===== src/rtl/rk4_step_sequencer_if.sv =====
`timescale 1ns/1ps
`default_nettype none
// ============================================================================
// Module   : rk4_step_sequencer_if
// Purpose  : Handshake bundle between the RK4 step sequencer and the
//            arithmetic datapath (stage start/select/done, state commit).
// Revision : 1.0  initial release
// ============================================================================
interface rk4_step_sequencer_if;
   logic       stage_start;
   logic [1:0] stage_sel;
   logic       stage_done;
   logic       state_update;

   // Sequencer side drives the stage control and commit strobe
   modport master (
      output stage_start,
      output stage_sel,
      output state_update,
      input  stage_done
   );

   // Datapath side answers with stage_done
   modport slave (
      input  stage_start,
      input  stage_sel,
      input  state_update,
      output stage_done
   );
endinterface
`default_nettype wire


===== src/rtl/rk4_step_sequencer.sv =====
`timescale 1ns/1ps
`default_nettype none
// ============================================================================
// Module   : rk4_step_sequencer
// Purpose  : Runs one RK4 integration step per rising edge of the divided
//            step clock: sequences k1..k4 through the datapath handshake,
//            pulses the state commit, flags overruns and datapath hangs.
// Revision : 1.0  initial release
// ============================================================================
module rk4_step_sequencer #(
   parameter int STEP_W         = 16,
   parameter int TIMEOUT_CYCLES = 40,
   parameter int TO_W           = 6
) (
   input  logic                  clk_in,
   input  logic                  reset,
   input  logic                  enable,
   input  logic                  tick_clk,
   input  logic                  clear_err,
   rk4_step_sequencer_if.master  dp,
   output logic                  busy,
   output logic [STEP_W-1:0]     step_count,
   output logic                  overrun,
   output logic                  timeout_err
);

   typedef enum logic [1:0] {
      ST_IDLE   = 2'd0,
      ST_ISSUE  = 2'd1,
      ST_WAIT   = 2'd2,
      ST_COMMIT = 2'd3
   } state_t;

   // Counter value during the last permitted WAIT cycle of a stage
   localparam logic [TO_W-1:0] c_to_last = TO_W'(TIMEOUT_CYCLES - 1);

   state_t              r_state;
   state_t              w_next_state;
   logic                r_tick_q1;
   logic                r_tick_q2;
   logic                r_tick_q3;
   logic                w_tick_rise;
   logic [1:0]          r_stage_sel;
   logic [TO_W-1:0]     r_to_cnt;
   logic [STEP_W-1:0]   r_step_count;
   logic                r_overrun;
   logic                r_timeout_err;
   logic                w_start_step;
   logic                w_stage_adv;
   logic                w_abort;

   // Synchronise the divided clock and keep one extra stage for edge detect
   always_ff @(posedge clk_in or negedge reset) begin
      if (!reset) begin
         r_tick_q1 <= 1'b0;
         r_tick_q2 <= 1'b0;
         r_tick_q3 <= 1'b0;
      end else begin
         r_tick_q1 <= tick_clk;
         r_tick_q2 <= r_tick_q1;
         r_tick_q3 <= r_tick_q2;
      end
   end

   assign w_tick_rise = r_tick_q2 & ~r_tick_q3;

   // FSM state register
   always_ff @(posedge clk_in or negedge reset) begin
      if (!reset) begin
         r_state <= ST_IDLE;
      end else begin
         r_state <= w_next_state;
      end
   end

   // Next-state decode; stage_done outside WAIT is ignored, done beats expiry
   always_comb begin
      w_next_state = r_state;
      w_start_step = 1'b0;
      w_stage_adv  = 1'b0;
      w_abort      = 1'b0;
      case (r_state)
         ST_IDLE: begin
            if (w_tick_rise && enable) begin
               w_next_state = ST_ISSUE;
               w_start_step = 1'b1;
            end
         end
         ST_ISSUE: begin
            w_next_state = ST_WAIT;
         end
         ST_WAIT: begin
            if (dp.stage_done) begin
               if (r_stage_sel == 2'd3) begin
                  w_next_state = ST_COMMIT;
               end else begin
                  w_next_state = ST_ISSUE;
                  w_stage_adv  = 1'b1;
               end
            end else if (r_to_cnt == c_to_last) begin
               w_next_state = ST_IDLE;
               w_abort      = 1'b1;
            end
         end
         ST_COMMIT: begin
            w_next_state = ST_IDLE;
         end
         default: begin
            w_next_state = ST_IDLE;
         end
      endcase
   end

   // Stage index, per-stage timeout counter, step counter and sticky flags
   always_ff @(posedge clk_in or negedge reset) begin
      if (!reset) begin
         r_stage_sel   <= 2'd0;
         r_to_cnt      <= '0;
         r_step_count  <= '0;
         r_overrun     <= 1'b0;
         r_timeout_err <= 1'b0;
      end else begin
         if (w_start_step || w_abort) begin
            r_stage_sel <= 2'd0;
         end else if (w_stage_adv) begin
            r_stage_sel <= r_stage_sel + 2'd1;
         end

         if (r_state == ST_ISSUE) begin
            r_to_cnt <= '0;
         end else if ((r_state == ST_WAIT) && !dp.stage_done) begin
            r_to_cnt <= r_to_cnt + TO_W'(1);
         end

         if (r_state == ST_COMMIT) begin
            r_step_count <= r_step_count + STEP_W'(1);
         end

         // A set event in the same cycle as clear_err takes priority
         if (w_tick_rise && (r_state != ST_IDLE)) begin
            r_overrun <= 1'b1;
         end else if (clear_err) begin
            r_overrun <= 1'b0;
         end

         if (w_abort) begin
            r_timeout_err <= 1'b1;
         end else if (clear_err) begin
            r_timeout_err <= 1'b0;
         end
      end
   end

   assign dp.stage_start  = (r_state == ST_ISSUE);
   assign dp.state_update = (r_state == ST_COMMIT);
   assign dp.stage_sel    = r_stage_sel;
   assign busy            = (r_state != ST_IDLE);
   assign step_count      = r_step_count;
   assign overrun         = r_overrun;
   assign timeout_err     = r_timeout_err;

endmodule
`default_nettype wire


===== src/flat_wrapper.sv =====
// flat-port wrapper written by rule: the top's interface ports become plain ports
module rk4_step_sequencer_flat 
#(
   parameter int STEP_W         = 16,
   parameter int TIMEOUT_CYCLES = 40,
   parameter int TO_W           = 6
)
  (clk_in, reset, enable, tick_clk, clear_err, busy, step_count, overrun, timeout_err, dp_stage_start, dp_stage_sel, dp_state_update, dp_stage_done);
  rk4_step_sequencer_if dp_i ();
  input  logic clk_in;
  input  logic reset;
  input  logic enable;
  input  logic tick_clk;
  input  logic clear_err;
  output logic busy;
  output logic [STEP_W-1:0] step_count;
  output logic overrun;
  output logic timeout_err;
  output wire logic [$bits(dp_i.stage_start)-1:0] dp_stage_start;
  output wire logic [$bits(dp_i.stage_sel)-1:0] dp_stage_sel;
  output wire logic [$bits(dp_i.state_update)-1:0] dp_state_update;
  input wire logic [$bits(dp_i.stage_done)-1:0] dp_stage_done;
  assign dp_stage_start = dp_i.stage_start;
  assign dp_stage_sel = dp_i.stage_sel;
  assign dp_state_update = dp_i.state_update;
  assign dp_i.stage_done = dp_stage_done;
  rk4_step_sequencer #(.STEP_W(STEP_W), .TIMEOUT_CYCLES(TIMEOUT_CYCLES), .TO_W(TO_W)) u_core (.clk_in(clk_in), .reset(reset), .enable(enable), .tick_clk(tick_clk), .clear_err(clear_err), .dp(dp_i), .busy(busy), .step_count(step_count), .overrun(overrun), .timeout_err(timeout_err));
endmodule

===== config.mk =====
export PLATFORM = sky130hd
export DESIGN_NAME = rk4_step_sequencer_flat
export DESIGN_NICKNAME = d
export VERILOG_FILES = /design/src/rtl/rk4_step_sequencer_if.sv /design/src/rtl/rk4_step_sequencer.sv /design/src/flat_wrapper.sv
export SDC_FILE = /design/constraint.sdc
export NUM_CORES = 1
export LEC_CHECK = 0
export ABC_AREA = 1
export CAP_MARGIN = 15
export CORE_MARGIN = 3
export CORE_UTILIZATION = 40
export DETAILED_ROUTE_END_ITERATION = 8
export PLACE_DENSITY_LB_ADDON = 0.1
export SLEW_MARGIN = 20
export SYNTH_ARGS = -nofsm -noshare
export SYNTH_HDL_FRONTEND = slang
export SYNTH_SLANG_ARGS = --single-unit
export TNS_END_PERCENT = 30

===== constraint.sdc =====
create_clock -name clk_in -period 2.1 [get_ports clk_in]
set_input_delay 0.315 -clock clk_in [delete_from_list [all_inputs] [get_ports clk_in]]
set_output_delay 0.315 -clock clk_in [all_outputs]
set_load 0.01 [all_outputs]

==> summary.txt <==
Timing
  • Unrepaired setup endpoints after global routing: false
  • Crit share post-route: 90.6%
  • Min Tclk post-route: 1900 ps
  • F_max: 526 MHz
  • Fin Setup TNS: 0 ps
  • Hold Fails Final Rpt: 0
  • Max Slew Vio Count: 0
  • Slew HR: 74.1%
  • Setup violations, final: 0
  • Slew @ Worst Pin: 388 ps
  • Fin Clk Skew: 2.42 ps

Clock network
  • Clk buf depth: 2
  • Post-CTS Setup Inserts: 0
  • Clock transition at path regs: 60 ps
  • Post-CTS Resized: 0
  • TritonCTS clock tree: yes
  • CTS Buf Count: 5
  • H-Tree Level Count: 2
  • CTS Hold Buffers Added: 0
  • TritonCTS Sinks: 31
  • Root buf cell: clkbuf_8
  • Worst-skew pair later-pin latency: 280 ps

Synth
  • FFs w/ async S/R, synth: 100%
  • Most common cell in the synthesized netlist: nand2_1
  • Adder-Cell Fraction of Synth Area: 2.48%
  • Netlist Area Pre-Place: 1520 um2
  • EDFF count, synth: 0
  • Post-synthesis compound-gate area fraction: 3.80%
  • Cells after Synth: 177
  • Largest family of logic cells by synthesized area: simple AND/OR/NAND/NOR gates
  • Sequential area share after synthesis: 51.2%
  • Post-synthesis mux area share: 0%
  • Post-synthesis net count: 186
  • Synth warn: 0
  • Post-synth cell types: 22
  • Syn Area/Cell: approximately 8.6 um2
  • Synth Area in XOR/XNOR: 5.78%
  • Area contributors post-synth: dfrtp_1 51%, nand2_1 11%, inv_1 7.2%
  • Yosys top cell area share: between 50% and 60%
  • Leading area contributor after synthesis: dfrtp_1
  • Top cells by count, synth: 45 x nand2_1, 31 x dfrtp_1, 29 x inv_1
  • Yosys reg bits: 31
  • Main synth FF type: dfrtp_1
  • Simple-Gate Fraction of Synth Area: just under 30%

Global routing
  • Largest net degree at the start of global routing: 32
  • GRT Util Overall: 14.8%
  • Initial antenna violation count: 0
  • Global-route wire length before repair: approximately 4.9 mm
  • Vias in the first global route: 1112
  • Grt ovf: 0

Floorplanning
  • Die Height: 67.5 um
  • Top-level port count: 29
  • CORE AREA: 3490 um2
  • Die width: 67.5 um
  • Starting Density: 43.4%
  • Die area: 4560 um2
  • Site Rows: 21

Placement
  • Post-Place Cells: 252
  • PortBufs: 28
  • DPL Wire Length: 2.14 mm
  • Gpl congestion: just over 0.8

Worst setup path
  • Kind of critical path: reg2out
  • R2R setup slack: roughly 740 ps
  • Critical path launch point type: flip-flop
  • CP arrival: 1590 ps
  • Crit-path cells: inv_2 -> nand2_1 -> inv_1 -> clkdlybuf4s50_1
  • Critical Path Max Stage Delay: 530 ps
  • CP Max Fanout: 6
  • Crit path required time: 1780 ps
  • Crit. End Element: output port
  • CP max-delay cell: clkdlybuf4s50_1

Drt
  • Detailed Route Iter0 Violations: 44
  • Via-to-Cell Ratio: roughly 4.7
  • Avg WL per Cell: 10.9 um
  • Post-DRT Antenna Nets: 0
  • Via count: 1213
  • Routed wire length: 2.83 mm
  • DRT Pass-1 Iters: 4
  • Residual DRC count: 0

Power
  • Static Leak: a little over 1 nW
  • VDD IR-drop max: 0.000661 V
  • P per Cell Area: ~930 nW/um2
  • Total Power: 1.82 mW

Run status
  • Outcome: completed

Finish
  • Area grow syn2layout: 28.6%
  • Share of post-route cells with drive strength above 1: 8.92%
  • Nets: 222
  • Layout Cells excl Fill: 259
  • # diodes: 0

Worst hold path
  • Hold Path Class: reg2reg

Flow run
  • Max-cap check violation count: 0
-- power by group --
group	switching (mW)	internal [mW]
logic	0.282	0.263
clock network	0.205	0.256
registers	0.114	0.698
-- cell usage in the layout (no fill, tap or decap), drive strengths merged --
cell type       n
xnor2           3
xor2            7
nand3b          1
inv            30
buf             1
o31ai           1
nor3            5
clkinv          1
dfrtp          31
ha              3
nand2          49
clkdlybuf4s50  28
nor2           19
a21oi           5
nand4           5
clkbuf          6
nand3          13
o21ai           5
-- sequential cells by signal, indices dropped and copies added, names as in the netlist --
name                 count
u_core.step_count       16
u_core.r_tick_q1         1
u_core.dp.stage_sel      2
u_core.r_to_cnt          6
u_core.r_tick_q2         1
u_core.r_state           2
u_core.overrun           1
u_core.r_tick_q3         1
u_core.timeout_err       1
-- metal layers --
metal  up-vias  part of all wire (%)  GRT usage [%]  wire [um]
li1        624                     -              -          -
met1       551                    49           19.9       1400
met2        33                    43           21.0       1230
met3         5                   5.3           4.33        149
met4         0                   1.8           8.35         52
met5         -                     0              0          0
-- critical path, delay by kind of cell, from the launching register on --
kind,cells,cell delay [ps]
buf+inv,3,720
simple gates,1,140
flops,1,450
-- path summary, 6_finish.rpt --
kind | startpoint | cells past startpoint | end
worst max-delay path | u_core.r_state[1] | 4 | dp_stage_start
worst min-delay path | u_core.r_tick_q1 | 0 | u_core.r_tick_q2
worst max register to register | u_core.r_state[0] | 6 | u_core.dp.stage_sel[1]
worst min register to register | u_core.r_tick_q1 | 0 | u_core.r_tick_q2
max in group asynchronous | reset | 2 | u_core.r_to_cnt[2]
min in group asynchronous | reset | 2 | u_core.step_count[0]
-- cell families (layout without fill, tap and decap cells) --
kind of cell / after synthesis / in the layout
xor gates and xnor gates: 10 / 10
and+or+nand+nor: 92 / 92
buffers and inverters: 30 / 66
AOI/OAI and AO/OA: 11 / 11
DFF: 31 / 31
adders and majority gates: 3 / 3
-- per-stage QoR --
stage,util (%),hold WS (ps),setup slack (ps),area (um2)
3_5_place_dp,53.2,336,497,1860
6_report,55.7,348,198,1950
5_1_grt,55.7,362,122,1950
4_1_cts,55.7,350,190,1950
3_3_place_gp,53.2,335,550,1860
2_1_floorplan,-,19.4,840,1520
-- cell type report --
cell class | count | area (um2)
Timing Repair Buffer | 29 | 288
Clock inverter | 1 | 5.00
Inverter | 30 | 113
Tap cell | 46 | 57.6
Multi-Input combinational cell | 116 | 627
Clock buffer | 6 | 82.6
Fill cell | 300 | 1550
Sequential cell | 31 | 776
(Power assumes the default switching activity.)
